**src/rtl/sub8u_serial_inv.sv**
```systemverilog
// Bit-serial inverse of the 8-bit unsigned adder: B = SUM - A, LSB first over 9 cycles.
// Define SUB8U_DMR_EN to add a lockstep NAND-form borrow chain that raises fault on mismatch.
module sub8u_serial_inv (
    input  logic       clk,
    input  logic       rst_n,
    input  logic       in_valid,
    output logic       in_ready,
    input  logic [8:0] sum,
    input  logic [7:0] a,
    output logic       out_valid,
    input  logic       out_ready,
    output logic [7:0] b,
    output logic       underflow,
    output logic       overrange,
    output logic       fault
);

    // Handshakes: a transfer happens on a rising edge where valid & ready are both high;
    // in_ready is high only in IDLE, out_valid only in DONE, so they never overlap.
    typedef enum logic [1:0] {IDLE, RUN, DONE} state_t;

    state_t     state, state_next;
    logic [8:0] s_reg;
    logic [8:0] a_reg;
    logic [8:0] d_reg;
    logic       br;
    logic [3:0] cnt;
    logic       s_bit, x_bit, d_bit, br_next;
    logic       accept;

    always_comb begin
        s_bit   = s_reg[0];
        x_bit   = a_reg[0];
        d_bit   = s_bit ^ x_bit ^ br;
        br_next = (~s_bit & x_bit) | (~(s_bit ^ x_bit) & br);
    end

    always_comb begin
        state_next = state;
        in_ready   = 1'b0;
        out_valid  = 1'b0;
        accept     = 1'b0;
        case (state)
            IDLE: begin
                in_ready = 1'b1;
                if (in_valid) begin
                    accept     = 1'b1;
                    state_next = RUN;
                end
            end
            RUN: begin
                if (cnt == 4'd8) state_next = DONE;
            end
            DONE: begin
                out_valid = 1'b1;
                if (out_ready) state_next = IDLE;
            end
            default: state_next = IDLE;
        endcase
    end

    always_ff @(posedge clk) begin
        if (!rst_n) state <= IDLE;
        else        state <= state_next;
    end

    always_ff @(posedge clk) begin
        if (!rst_n) begin
            s_reg <= '0;
            a_reg <= '0;
            d_reg <= '0;
            br    <= 1'b0;
            cnt   <= '0;
        end else if (accept) begin
            s_reg <= sum;
            a_reg <= {1'b0, a};
            d_reg <= '0;
            br    <= 1'b0;
            cnt   <= '0;
        end else if (state == RUN) begin
            s_reg <= s_reg >> 1;
            a_reg <= a_reg >> 1;
            d_reg <= {d_bit, d_reg[8:1]};
            br    <= br_next;
            cnt   <= cnt + 4'd1;
        end
    end

    // D and br are frozen outside RUN, so results hold until the next acceptance clears them.
    assign b         = d_reg[7:0];
    assign underflow = br;
    assign overrange = d_reg[8] & ~br;

`ifdef SUB8U_DMR_EN
    logic br2, br2_next, d2_bit, err;

    always_comb begin
        d2_bit   = s_bit ^ x_bit ^ br2;
        br2_next = ~(~(~s_bit & x_bit) & ~(~(s_bit ^ x_bit) & br2));
    end

    always_ff @(posedge clk) begin
        if (!rst_n) begin
            br2 <= 1'b0;
            err <= 1'b0;
        end else if (accept) begin
            br2 <= 1'b0;
            err <= 1'b0;
        end else if (state == RUN) begin
            br2 <= br2_next;
            if ((d2_bit != d_bit) || (br2 != br)) err <= 1'b1;
        end
    end

    assign fault = err;
`else
    assign fault = 1'b0;
`endif

endmodule

```
**config.mk**
```make
export PLATFORM = sky130hd
export DESIGN_NAME = sub8u_serial_inv
export DESIGN_NICKNAME = d
export VERILOG_FILES = /design/src/rtl/sub8u_serial_inv.sv
export SDC_FILE = /design/constraint.sdc
export NUM_CORES = 1
export LEC_CHECK = 0
export BUFFER_PORTS_ARGS = -buffer_cell sky130_fd_sc_hd__buf_4
export CORE_UTILIZATION = 30
export CTS_BUF_LIST = sky130_fd_sc_hd__clkbuf_8
export DETAILED_ROUTE_END_ITERATION = 16
export HOLD_SLACK_MARGIN = 0.08
export SYNTH_ARGS = -nofsm -noshare
export SYNTH_HDL_FRONTEND = slang
export SYNTH_SLANG_ARGS = --single-unit
```
**constraint.sdc**
```tcl
create_clock -name clk -period 1.31 [get_ports clk]
set_input_delay 0.0655 -clock clk [delete_from_list [all_inputs] [get_ports clk]]
set_output_delay 0.0655 -clock clk [all_outputs]
set_load 0.01 [all_outputs]
```
==> impl_metrics.prom, run 1 <==
# TYPE chip_impl_metric gauge
chip_impl_info{name="status",value="completed"} 1
chip_impl_metric{name="min_delay_path_depth",unit=""} 3
chip_impl_metric{name="port_buffers",unit=""} 32
chip_impl_metric{name="regToRegSetupSlack",unit="ps"} 90
chip_impl_metric{name="clock_latency",unit="ps"} 290
chip_impl_metric{name="finalCritPeriodShare",unit=""} 0.930
chip_impl_metric{name="grt_pass1_vias",unit=""} 1190
chip_impl_metric{name="coreArea",unit="um^2"} 4880
chip_impl_metric{name="irDropWorstVdd",unit="V"} 0.000666
chip_impl_info{name="start_point_of_the_worst_hold_path",value="out_ready"} 1
chip_impl_metric{name="wire_length_per_cell_after_detailed_routing",unit="um"} 12.0
chip_impl_metric{name="final.setup.tns",unit="ps"} 0
chip_impl_metric{name="ant_nets",unit=""} 0
chip_impl_metric{name="drt_pass1_iterations",unit=""} 4
chip_impl_metric{name="area_delta_synth_final",unit="%"} 24.7
chip_impl_metric{name="detail_route.wirelength",unit="um"} 3370
chip_impl_metric{name="finish.net_count",unit=""} 237
chip_impl_metric{name="achievable-frequency",unit="GHz"} 0.821
chip_impl_metric{name="fp-row-count",unit=""} 25
chip_impl_metric{name="final_layout_size_suffix_gt1_frac",unit=""} 0.313
chip_impl_metric{name="gp_routability_congestion",unit=""} 0.700
chip_impl_metric{name="power.density",unit="nW/um^2"} 1090
chip_impl_metric{name="period_needed",unit="ps"} 1220
chip_impl_info{name="worst_hold_path.endpoint",value="state[1]"} 1
chip_impl_info{name="synth.area.top_cells",value="sky130_fd_sc_hd__dfxtp_1 (42%), sky130_fd_sc_hd__a21oi_1 (7.6%), sky130_fd_sc_hd__o221ai_1 (6.7%), sky130_fd_sc_hd__or3b_2 (6.1%), sky130_fd_sc_hd__nand2_1 (5.5%)"} 1
chip_impl_metric{name="grt.met2_usage",unit=""} 0.183
chip_impl_metric{name="detail_route.drc_violations",unit=""} 0
chip_impl_info{name="grt-busiest-layer",value="met2"} 1
chip_impl_metric{name="worst_setup_hold_path_clk_slew",unit="ps"} 70
chip_impl_metric{name="post-cts-setup-buffers",unit=""} 0
chip_impl_metric{name="dpl.hpwl",unit="um"} 2240
chip_impl_info{name="critPathCaptureType",value="register"} 1
chip_impl_metric{name="vias_per_cell",unit=""} 4.92
chip_impl_metric{name="postSynthCellCount",unit=""} 185
chip_impl_metric{name="number_of_buffers_created_by_cts",unit=""} 5
chip_impl_metric{name="initial_core_util",unit=""} 0.323
chip_impl_metric{name="hold_viol",unit=""} 0
chip_impl_metric{name="cts_max_level",unit=""} 2
chip_impl_metric{name="leakagePower",unit="nW"} 0.769
chip_impl_metric{name="grt_max_degree",unit=""} 31
chip_impl_metric{name="path_max_fanout",unit=""} 8
chip_impl_metric{name="synth.avg_cell_area",unit="um^2"} 8.51
chip_impl_info{name="reg2reg_to",value="s_reg[0]"} 1
chip_impl_metric{name="worst-r2r-cell-count",unit=""} 4
chip_impl_metric{name="synth_top_area_share",unit=""} 0.420
chip_impl_info{name="master_cell_of_the_clock_root_buffer",value="sky130_fd_sc_hd__clkbuf_8"} 1
chip_impl_metric{name="yosys_warnings",unit=""} 0
chip_impl_info{name="start_kind",value="register"} 1
chip_impl_metric{name="grt_usage",unit=""} 0.128
chip_impl_info{name="hold_path_class",value="in -> reg"} 1
chip_impl_metric{name="clock_sinks",unit=""} 33
chip_impl_metric{name="route.vias.total",unit=""} 1382
chip_impl_info{name="cts_tree",value="done"} 1
chip_impl_info{name="criticalPathCategory",value="reg -> reg"} 1
chip_impl_metric{name="die_area",unit="um^2"} 5540
chip_impl_metric{name="worst_ep_arrival_time",unit="ps"} 1400
chip_impl_metric{name="clock_path_buffers",unit=""} 2
chip_impl_metric{name="diode_count",unit=""} 0
chip_impl_metric{name="drt_iter0_drc",unit=""} 111
chip_impl_metric{name="grt.met1_usage",unit=""} 0.176
chip_impl_metric{name="die_w",unit="um"} 74.4
chip_impl_metric{name="worst_clock_skew",unit="ps"} 7.62
chip_impl_metric{name="maxSlewViolCount",unit=""} 0
chip_impl_metric{name="finalSetupViolations",unit=""} 0
chip_impl_metric{name="seq_area_frac_synth",unit=""} 0.420
chip_impl_metric{name="antenna_found_initial",unit=""} 0
chip_impl_metric{name="synth_fp_nets",unit=""} 209
chip_impl_metric{name="maxCapViolCount",unit=""} 0
chip_impl_info{name="grt_setup_unrepaired",value="false"} 1
chip_impl_metric{name="die_height",unit="um"} 74.4
chip_impl_metric{name="ys_seq_elements",unit=""} 33
chip_impl_info{name="synth_top_cell_by_area",value="sky130_fd_sc_hd__dfxtp_1"} 1
chip_impl_metric{name="post-layout-total-power",unit="mW"} 2.13
chip_impl_info{name="reg_to_reg_startpoint",value="state[1]"} 1
chip_impl_metric{name="synth_cell_types",unit=""} 32
chip_impl_metric{name="grt_use_met3",unit=""} 0.0407
chip_impl_metric{name="overflow",unit=""} 0
chip_impl_metric{name="ioPinCount",unit=""} 34
chip_impl_metric{name="first_pass_grt_wire_length",unit="um"} 5420
chip_impl_metric{name="synth_area",unit="um^2"} 1570
chip_impl_metric{name="critPathRequiredTime",unit="ps"} 1490
## layout by cell type, fill, tap and decap left out, types with 3 or more instances in the layout
cell type,count
sky130_fd_sc_hd__nor2_1,9
sky130_fd_sc_hd__or3b_2,11
sky130_fd_sc_hd__a2bb2oi_1,3
sky130_fd_sc_hd__dfxtp_1,32
sky130_fd_sc_hd__dlygate4sd3_1,3
sky130_fd_sc_hd__clkbuf_8,5
sky130_fd_sc_hd__buf_4,41
sky130_fd_sc_hd__o221a_2,3
sky130_fd_sc_hd__inv_1,5
sky130_fd_sc_hd__o21ai_0,13
sky130_fd_sc_hd__a21oi_1,24
sky130_fd_sc_hd__o221ai_1,12
sky130_fd_sc_hd__nand2_1,23
## worst max path at each step
stage	cells past startpoint	end	from
2_1_floorplan	4	a_reg[2]	state[1]
6_report	4	s_reg[0]	state[1]
5_1_grt	5	a_reg[6]	state[0]
4_1_cts	4	out_valid	state[1]
3_3_place_gp	4	a_reg[3]	state[1]
3_5_place_dp	4	a_reg[6]	state[1]
## timing repair
action / 4_1_cts / 5_1_grt
setup endpoints to repair: 0 / 3
hold buffers: 3 / 0
hold endpoints to repair: 3 / 0
resized for setup: 0 / 5
## cells by family after synthesis
kind of cell	Yosys count	synth area share
other cells	1	0.00238
buf+inv	30	0.105
simple gates	54	0.180
xor+xnor	1	0.00557
compound gates	63	0.258
fa+ha+maj	3	0.0286
flops	33	0.420
## where the power goes
group	total [mW]	switching [mW]	internal, mW
Combinational	0.301	0.143	0.158
Clock	0.734	0.374	0.360
Sequential	1.10	0.0400	1.06
## per-layer routing
metal / share of wire / vias to the layer above
met3: 0.044 / 4
met1: 0.51 / 644
met5: 0 / -
met2: 0.43 / 29
met4: 0.0092 / 0
li1: - / 705
## Yosys cell counts
cell                        count
sky130_fd_sc_hd__a211oi_1       1
sky130_fd_sc_hd__a21boi_0       2
sky130_fd_sc_hd__a21oi_1       24
sky130_fd_sc_hd__a2bb2oi_1      3
sky130_fd_sc_hd__and2b_1        1
sky130_fd_sc_hd__buf_2          9
sky130_fd_sc_hd__buf_4         11
sky130_fd_sc_hd__clkbuf_1       4
sky130_fd_sc_hd__conb_1         1
sky130_fd_sc_hd__dfxtp_1       33
sky130_fd_sc_hd__fa_1           1
sky130_fd_sc_hd__ha_1           2
sky130_fd_sc_hd__inv_1          4
sky130_fd_sc_hd__inv_2          2
sky130_fd_sc_hd__nand2_1       23
sky130_fd_sc_hd__nand2b_1       2
sky130_fd_sc_hd__nand3_1        1
sky130_fd_sc_hd__nand3b_1       1
sky130_fd_sc_hd__nand4_1        2
sky130_fd_sc_hd__nor2_1         9
sky130_fd_sc_hd__nor2b_1        1
sky130_fd_sc_hd__nor3_1         2
sky130_fd_sc_hd__o21a_1         1
sky130_fd_sc_hd__o21ai_0       14
sky130_fd_sc_hd__o21ai_1        1
sky130_fd_sc_hd__o221a_2        3
sky130_fd_sc_hd__o221ai_1      12
sky130_fd_sc_hd__o22ai_1        1
sky130_fd_sc_hd__o311a_1        1
sky130_fd_sc_hd__or3_1          1
sky130_fd_sc_hd__or3b_2        11
sky130_fd_sc_hd__xor2_1         1
## critical path, stage by stage (launching register included)
cell and delay, ps:
sky130_fd_sc_hd__dfxtp_2 330, sky130_fd_sc_hd__buf_4 160, sky130_fd_sc_hd__or3b_2 460, sky130_fd_sc_hd__o21ai_0 80, sky130_fd_sc_hd__a21oi_1 80
## layout make-up
class | instances | area, um^2
Inverter | 6 | 25.0
Sequential cell | 33 | 662
Clock buffer | 5 | 68.8
Clock inverter | 3 | 13.8
Timing Repair Buffer | 45 | 358
Multi-Input combinational cell | 122 | 752
Fill cell | 503 | 2920
Tap cell | 67 | 83.8
## per-stage QoR
step	cell area (um^2)	utilization	setup WS (ps)	hold WS, ps	cells
floorplan	1570	-	117	241	185
global placement	1840	0.378	104	368	270
detailed placement	1840	0.378	70.9	370	270
CTS	1960	0.401	6.27	108	281
global route	1960	0.402	8.90	121	281
finish	1960	0.402	91.5	113	281
No activity file was read; power rests on OpenSTA's default activity.
==> run 2: changes to the inputs <==
==> constraint.sdc (replaced) <==
create_clock -name clk -period 1.31 [get_ports clk]
set_input_delay 0 -clock clk [delete_from_list [all_inputs] [get_ports clk]]
set_output_delay 0 -clock clk [all_outputs]
set_load 0.01 [all_outputs]
==> impl_metrics.prom, run 2 (synthesis results as in run 1) <==
# TYPE chip_impl_metric gauge
chip_impl_metric{name="worst_clock_skew",unit="ps"} 8.04
chip_impl_info{name="critPathCaptureType",value="output pin"} 1
chip_impl_metric{name="post-cts-setup-buffers",unit=""} 0
chip_impl_metric{name="gp_routability_congestion",unit=""} 0.700
chip_impl_metric{name="power.density",unit="nW/um^2"} 1080
chip_impl_metric{name="ant_nets",unit=""} 0
chip_impl_metric{name="grt_max_degree",unit=""} 31
chip_impl_metric{name="area_delta_synth_final",unit="%"} 25.8
chip_impl_metric{name="port_buffers",unit=""} 32
chip_impl_metric{name="antenna_found_initial",unit=""} 0
chip_impl_metric{name="coreArea",unit="um^2"} 4880
chip_impl_metric{name="fillCellCount",unit=""} 502
chip_impl_info{name="worst_path_most_repeated_cell",value="sky130_fd_sc_hd__buf_4"} 1
chip_impl_metric{name="irDropWorstVdd",unit="V"} 0.000665
chip_impl_metric{name="finalCritPeriodShare",unit=""} 0.930
chip_impl_metric{name="cp_slowest_stage_delay",unit="ps"} 330
chip_impl_metric{name="final_layout_size_suffix_gt1_frac",unit=""} 0.310
chip_impl_metric{name="initial_core_util",unit=""} 0.323
chip_impl_metric{name="die_area",unit="um^2"} 5540
chip_impl_metric{name="maxCapViolCount",unit=""} 0
chip_impl_metric{name="achievable-frequency",unit="GHz"} 0.821
chip_impl_metric{name="detail_route.drc_violations",unit=""} 0
chip_impl_metric{name="drt_pass1_iterations",unit=""} 4
chip_impl_metric{name="fp-row-count",unit=""} 25
chip_impl_metric{name="clock_sinks",unit=""} 33
chip_impl_metric{name="grt_usage",unit=""} 0.129
chip_impl_metric{name="wire_length_per_cell_after_detailed_routing",unit="um"} 11.9
chip_impl_metric{name="maxSlewViolCount",unit=""} 0
chip_impl_metric{name="grt_pass1_vias",unit=""} 1196
chip_impl_metric{name="vias_per_cell",unit=""} 4.89
chip_impl_info{name="hold_path_class",value="in -> reg"} 1
chip_impl_metric{name="cts_max_level",unit=""} 2
chip_impl_metric{name="post-layout-total-power",unit="mW"} 2.14
chip_impl_metric{name="final.setup.tns",unit="ps"} 0
chip_impl_metric{name="die_height",unit="um"} 74.4
chip_impl_metric{name="clock_latency",unit="ps"} 290
chip_impl_info{name="cp_cell_sequence",value="buf_4 > inv_2 > nor2_1 > buf_4"} 1
chip_impl_info{name="master_cell_of_the_clock_root_buffer",value="sky130_fd_sc_hd__clkbuf_8"} 1
chip_impl_metric{name="ioPinCount",unit=""} 34
chip_impl_info{name="start_kind",value="register"} 1
chip_impl_info{name="commonest_cells_after_routing_fill_and_taps_aside",value="sky130_fd_sc_hd__buf_4 (41), sky130_fd_sc_hd__dfxtp_1 (32), sky130_fd_sc_hd__a21oi_1 (24)"} 1
chip_impl_metric{name="drt_iter0_drc",unit=""} 101
chip_impl_info{name="cts_tree",value="done"} 1
chip_impl_metric{name="leakagePower",unit="nW"} 0.776
chip_impl_metric{name="dpl.hpwl",unit="um"} 2240
chip_impl_info{name="status",value="completed"} 1
chip_impl_metric{name="worst_setup_hold_path_clk_slew",unit="ps"} 70
chip_impl_metric{name="diode_count",unit=""} 0
chip_impl_info{name="most_common_cell_after_layout_fill_and_taps_aside",value="sky130_fd_sc_hd__buf_4"} 1
chip_impl_metric{name="die_w",unit="um"} 74.4
chip_impl_metric{name="route.vias.total",unit=""} 1385
chip_impl_info{name="slowest_stage",value="sky130_fd_sc_hd__dfxtp_2"} 1
chip_impl_metric{name="finalSetupViolations",unit=""} 0
chip_impl_metric{name="finish.net_count",unit=""} 239
chip_impl_metric{name="number_of_buffers_created_by_cts",unit=""} 5
chip_impl_metric{name="detail_route.wirelength",unit="um"} 3380
chip_impl_metric{name="first_pass_grt_wire_length",unit="um"} 5430
chip_impl_metric{name="critPathRequiredTime",unit="ps"} 1310
chip_impl_info{name="criticalPathCategory",value="reg -> out"} 1
chip_impl_metric{name="period_needed",unit="ps"} 1220
chip_impl_metric{name="overflow",unit=""} 0
chip_impl_info{name="grt_setup_unrepaired",value="false"} 1
chip_impl_metric{name="clock_path_buffers",unit=""} 2
chip_impl_metric{name="worst_ep_arrival_time",unit="ps"} 1220
chip_impl_metric{name="hold_viol",unit=""} 0
chip_impl_metric{name="path_max_fanout",unit=""} 16
==> run 2: cell count changes in the layout (fill, tap and decap cells not counted), sizes merged <==
cell / previous run / this run
dlygate4sd3: 3 / 5
==> run 2: stage by stage <==
step	setup slack (ps)	cells	area, um^2	utilization	hold WS (ps)
after detailed placement	70.9	270	1840	0.378	305
after floorplan	117	185	1570	-	176
after global placement	104	270	1840	0.378	302
after global routing	8.86	283	1980	0.406	113
final	91.8	283	1980	0.406	109
after CTS	56.4	283	1980	0.405	97.8
==> run 2: final cells by class <==
cell class	instances	area, um^2	share of cell area
Multi-Input combinational cell	122	752	0.380
Sequential cell	33	662	0.334
Timing Repair Buffer	47	378	0.191
Tap cell	67	83.8	0.0423
Clock buffer	5	68.8	0.0347
Inverter	6	22.5	0.0114
Clock inverter	3	13.8	0.00695
==> run 2: routing by layer <==
metal	vias to the layer above	wire [um]	track usage
li1	709	-	-
met1	645	1760	0.176
met2	27	1440	0.184
met3	4	142	0.0407
met4	0	31	0.0566
met5	-	0	0
==> run 2: power by group <==
part	switching (mW)	leakage, nW	total, mW	internal (mW)
Combinational	0.144	0.456	0.306	0.162
Clock	0.375	0.0491	0.735	0.360
Sequential	0.0397	0.271	1.10	1.06
Total	0.558	0.776	2.14	1.58
==> run 2: worst paths after layout <==
kind,start,to,slack (ps),cells past startpoint
setup / recovery,state[1],out_valid,90,4
hold / removal,a[1],a_reg[1],110,4
setup reg to reg,state[0],s_reg[4],90,5
hold reg to reg,d_reg[0],d_reg[0],460,2
==> run 2: critical path, delay by kind of cell (launching register included) <==
| kind | cells | cell delay [ps] |
|---|---|---|
| and+or+nand+nor | 1 | 70 |
| buffers and inverters | 3 | 530 |
| DFF | 1 | 330 |
==> run 2: timing repair <==
item,4_1_cts,5_1_grt
hold buffers,5,0
hold endpoints to repair,17,0
resized for setup,0,3
endpoints found under the setup margin,0,2
==> run 3: changes to the inputs <==
--- a/config.mk
+++ b/config.mk
@@ -5,11 +5,13 @@
 export SDC_FILE = /design/constraint.sdc
 export NUM_CORES = 1
 export LEC_CHECK = 0
+export ABC_AREA = 1
 export BUFFER_PORTS_ARGS = -buffer_cell sky130_fd_sc_hd__buf_4
 export CORE_UTILIZATION = 30
 export CTS_BUF_LIST = sky130_fd_sc_hd__clkbuf_8
 export DETAILED_ROUTE_END_ITERATION = 16
 export HOLD_SLACK_MARGIN = 0.08
+export RECOVER_POWER = 25
 export SYNTH_ARGS = -nofsm -noshare
 export SYNTH_HDL_FRONTEND = slang
 export SYNTH_SLANG_ARGS = --single-unit
==> impl_metrics.prom, run 3 <==
# TYPE chip_impl_metric gauge
chip_impl_metric{name="worst_setup_hold_path_clk_slew",unit="ps"} 70
chip_impl_metric{name="path_max_fanout",unit=""} 17
chip_impl_metric{name="dpl.hpwl",unit="um"} 1950
chip_impl_metric{name="synth_fp_nets",unit=""} 216
chip_impl_metric{name="irDropWorstVdd",unit="V"} 0.000657
chip_impl_metric{name="detail_route.drc_violations",unit=""} 0
chip_impl_metric{name="grt_max_degree",unit=""} 20
chip_impl_metric{name="fp-row-count",unit=""} 24
chip_impl_metric{name="final_layout_size_suffix_gt1_frac",unit=""} 0.174
chip_impl_metric{name="initial_core_util",unit=""} 0.320
chip_impl_metric{name="diode_count",unit=""} 0
chip_impl_metric{name="leakagePower",unit="nW"} 0.756
chip_impl_metric{name="worst-r2r-cell-count",unit=""} 5
chip_impl_metric{name="overflow",unit=""} 0
chip_impl_metric{name="grt_pass1_vias",unit=""} 1165
chip_impl_metric{name="ant_nets",unit=""} 0
chip_impl_metric{name="maxCapViolCount",unit=""} 0
chip_impl_metric{name="clock_latency",unit="ps"} 280
chip_impl_metric{name="route.vias.total",unit=""} 1316
chip_impl_metric{name="achievable-frequency",unit="GHz"} 0.861
chip_impl_metric{name="synth_area",unit="um^2"} 1430
chip_impl_metric{name="finalSetupViolations",unit=""} 0
chip_impl_info{name="hold_path_class",value="reg -> reg"} 1
chip_impl_metric{name="detail_route.wirelength",unit="um"} 3080
chip_impl_metric{name="clock_path_buffers",unit=""} 2
chip_impl_metric{name="synth_edf_count",unit=""} 0
chip_impl_info{name="commonest_cells_after_routing_fill_and_taps_aside",value="sky130_fd_sc_hd__nand2_1 (76), sky130_fd_sc_hd__dfxtp_1 (33), sky130_fd_sc_hd__buf_4 (26)"} 1
chip_impl_metric{name="first_pass_grt_wire_length",unit="um"} 5200
chip_impl_info{name="slowest_stage",value="sky130_fd_sc_hd__dfxtp_1"} 1
chip_impl_metric{name="hold_viol",unit=""} 0
chip_impl_metric{name="die_area",unit="um^2"} 5060
chip_impl_info{name="start_kind",value="register"} 1
chip_impl_metric{name="post-cts-setup-buffers",unit=""} 0
chip_impl_metric{name="ys_seq_elements",unit=""} 33
chip_impl_metric{name="asyncSetResetFlopFracSynth",unit=""} 0
chip_impl_info{name="synth_top_cell_by_area",value="sky130_fd_sc_hd__dfxtp_1"} 1
chip_impl_metric{name="gp_routability_congestion",unit=""} 0.717
chip_impl_metric{name="number_of_buffers_created_by_cts",unit=""} 5
chip_impl_info{name="synth.area.top_cells",value="sky130_fd_sc_hd__dfxtp_1 (46%), sky130_fd_sc_hd__nand2_1 (20%), sky130_fd_sc_hd__a31oi_1 (7.0%), sky130_fd_sc_hd__buf_4 (5.8%), sky130_fd_sc_hd__a21oi_1 (4.9%)"} 1
chip_impl_metric{name="synth_top_area_share",unit=""} 0.461
chip_impl_info{name="synthTopCellsByCount",value="sky130_fd_sc_hd__nand2_1 (76), sky130_fd_sc_hd__dfxtp_1 (33), sky130_fd_sc_hd__a31oi_1 (16)"} 1
chip_impl_metric{name="vias_per_cell",unit=""} 4.49
chip_impl_metric{name="wire_length_per_cell_after_detailed_routing",unit="um"} 10.5
chip_impl_metric{name="post-route-util",unit=""} 0.436
chip_impl_metric{name="final.setup.tns",unit="ps"} 0
chip_impl_info{name="yosys.cell_count.top_type",value="sky130_fd_sc_hd__nand2_1"} 1
chip_impl_metric{name="synth_cell_types",unit=""} 22
chip_impl_metric{name="seq_area_frac_synth",unit=""} 0.461
chip_impl_metric{name="antenna_found_initial",unit=""} 0
chip_impl_metric{name="maxSlewViolCount",unit=""} 0
chip_impl_info{name="cts_tree",value="done"} 1
chip_impl_metric{name="critPathRequiredTime",unit="ps"} 1480
chip_impl_info{name="grt_setup_unrepaired",value="false"} 1
chip_impl_metric{name="synth.avg_cell_area",unit="um^2"} 7.47
chip_impl_info{name="status",value="completed"} 1
chip_impl_metric{name="die_height",unit="um"} 71.1
chip_impl_info{name="criticalPathCategory",value="reg -> reg"} 1
chip_impl_metric{name="clock_sinks",unit=""} 33
chip_impl_metric{name="grt_usage",unit=""} 0.135
chip_impl_metric{name="finish.net_count",unit=""} 264
chip_impl_metric{name="cts_max_level",unit=""} 2
chip_impl_metric{name="drt_iter0_drc",unit=""} 52
chip_impl_metric{name="area_delta_synth_final",unit="%"} 36.1
chip_impl_metric{name="finalCritPeriodShare",unit=""} 0.887
chip_impl_metric{name="power.density",unit="nW/um^2"} 1130
chip_impl_info{name="synth_top_flop_cell",value="sky130_fd_sc_hd__dfxtp_1"} 1
chip_impl_metric{name="die_w",unit="um"} 71.1
chip_impl_info{name="most_common_cell_after_layout_fill_and_taps_aside",value="sky130_fd_sc_hd__nand2_1"} 1
chip_impl_metric{name="cp_slowest_stage_delay",unit="ps"} 430
chip_impl_metric{name="period_needed",unit="ps"} 1160
chip_impl_info{name="cp_cell_sequence",value="nor2_2 > nand2_2 > clkinv_2 > nand2_1 > a31oi_1"} 1
chip_impl_metric{name="drt_pass1_iterations",unit=""} 7
chip_impl_info{name="critPathCaptureType",value="register"} 1
chip_impl_info{name="master_cell_of_the_clock_root_buffer",value="sky130_fd_sc_hd__clkbuf_8"} 1
chip_impl_metric{name="coreArea",unit="um^2"} 4470
chip_impl_metric{name="postSynthCellCount",unit=""} 192
chip_impl_metric{name="worst_ep_arrival_time",unit="ps"} 1330
chip_impl_metric{name="worst_clock_skew",unit="ps"} 3.21
chip_impl_metric{name="ioPinCount",unit=""} 34
chip_impl_metric{name="min_delay_path_depth",unit=""} 2
chip_impl_metric{name="placedCellCount",unit=""} 265
chip_impl_metric{name="final_cell_count_no_fill",unit=""} 293
chip_impl_metric{name="port_buffers",unit=""} 32
chip_impl_metric{name="yosys_warnings",unit=""} 0
-- run 3: cell count changes after synthesis, moves of 6 or more --
cell	before	now
sky130_fd_sc_hd__o21ai_0	14	2
sky130_fd_sc_hd__inv_1	4	10
sky130_fd_sc_hd__nand2_1	23	76
sky130_fd_sc_hd__buf_2	9	2
sky130_fd_sc_hd__a21oi_1	24	14
sky130_fd_sc_hd__o221ai_1	12	0
sky130_fd_sc_hd__a31oi_1	0	16
sky130_fd_sc_hd__or3b_2	11	0
-- run 3: worst max-delay path, delay by kind of cell (launching register included) --
| family | cells | cell delay, ps |
|---|---|---|
| buffers and inverters | 1 | 220 |
| flip-flops | 1 | 430 |
| AO/OA/AOI/OAI | 1 | 70 |
| AND/OR/NAND/NOR | 3 | 330 |
-- run 3: final timing paths --
path,slack (ps),end,startpoint
setup / recovery,150,s_reg[3],state[0]
hold / removal,470,a_reg[7],a_reg[7]
setup reg to reg,150,s_reg[3],state[0]
hold reg to reg,470,a_reg[7],a_reg[7]
-- run 3: timing repair --
action                                  4_1_cts  5_1_grt
hold endpoints to repair                     20        0
resized for setup                             0        1
hold buffers                                 20        0
endpoints found under the setup margin        0        9
-- run 3: layer usage --
| metal | track usage | up-vias | part of all wire |
|---|---|---|---|
| met4 | 0.0667 | 0 | 0.018 |
| met5 | 0 | - | 0 |
| li1 | - | 694 | - |
| met2 | 0.214 | 38 | 0.47 |
| met1 | 0.166 | 578 | 0.46 |
| met3 | 0.0413 | 6 | 0.052 |
-- run 3: cell type report --
class	instances	area [um^2]
Timing Repair Buffer	58	473
Tap cell	52	65.1
Fill cell	484	2520
Multi-Input combinational cell	129	602
Clock inverter	1	5.00
Clock buffer	7	96.3
Sequential cell	33	661
Inverter	13	50.0
-- run 3: per-stage QoR --
stage          worst slack, ps  power [mW]  hold WS (ps)  area (um^2)
5_1_grt                   5.83        2.33           495         1950
4_1_cts                    111        2.24           470         1990
2_1_floorplan              179        1.24           126         1430
3_5_place_dp               125        1.35           252         1690
3_3_place_gp               140        1.35           250         1690
6_report                   149        2.21           468         1950
-- run 3: logic make-up (layout without fill, tap and decap cells) --
family	Yosys count	count (layout)	synth area share
flip-flops	33	33	0.461
AND/OR/NAND/NOR	91	91	0.248
buffers and inverters	30	79	0.120
adder cells (fa/ha/maj)	3	3	0.0314
other	1	1	0.00262
AO/OA/AOI/OAI	33	33	0.132
XOR/XNOR	1	1	0.00611
-- run 3: report_power, final --
group,switching [mW],internal (mW)
logic,0.146,0.154
registers,0.0260,1.04
clock network,0.367,0.475
total,0.539,1.67
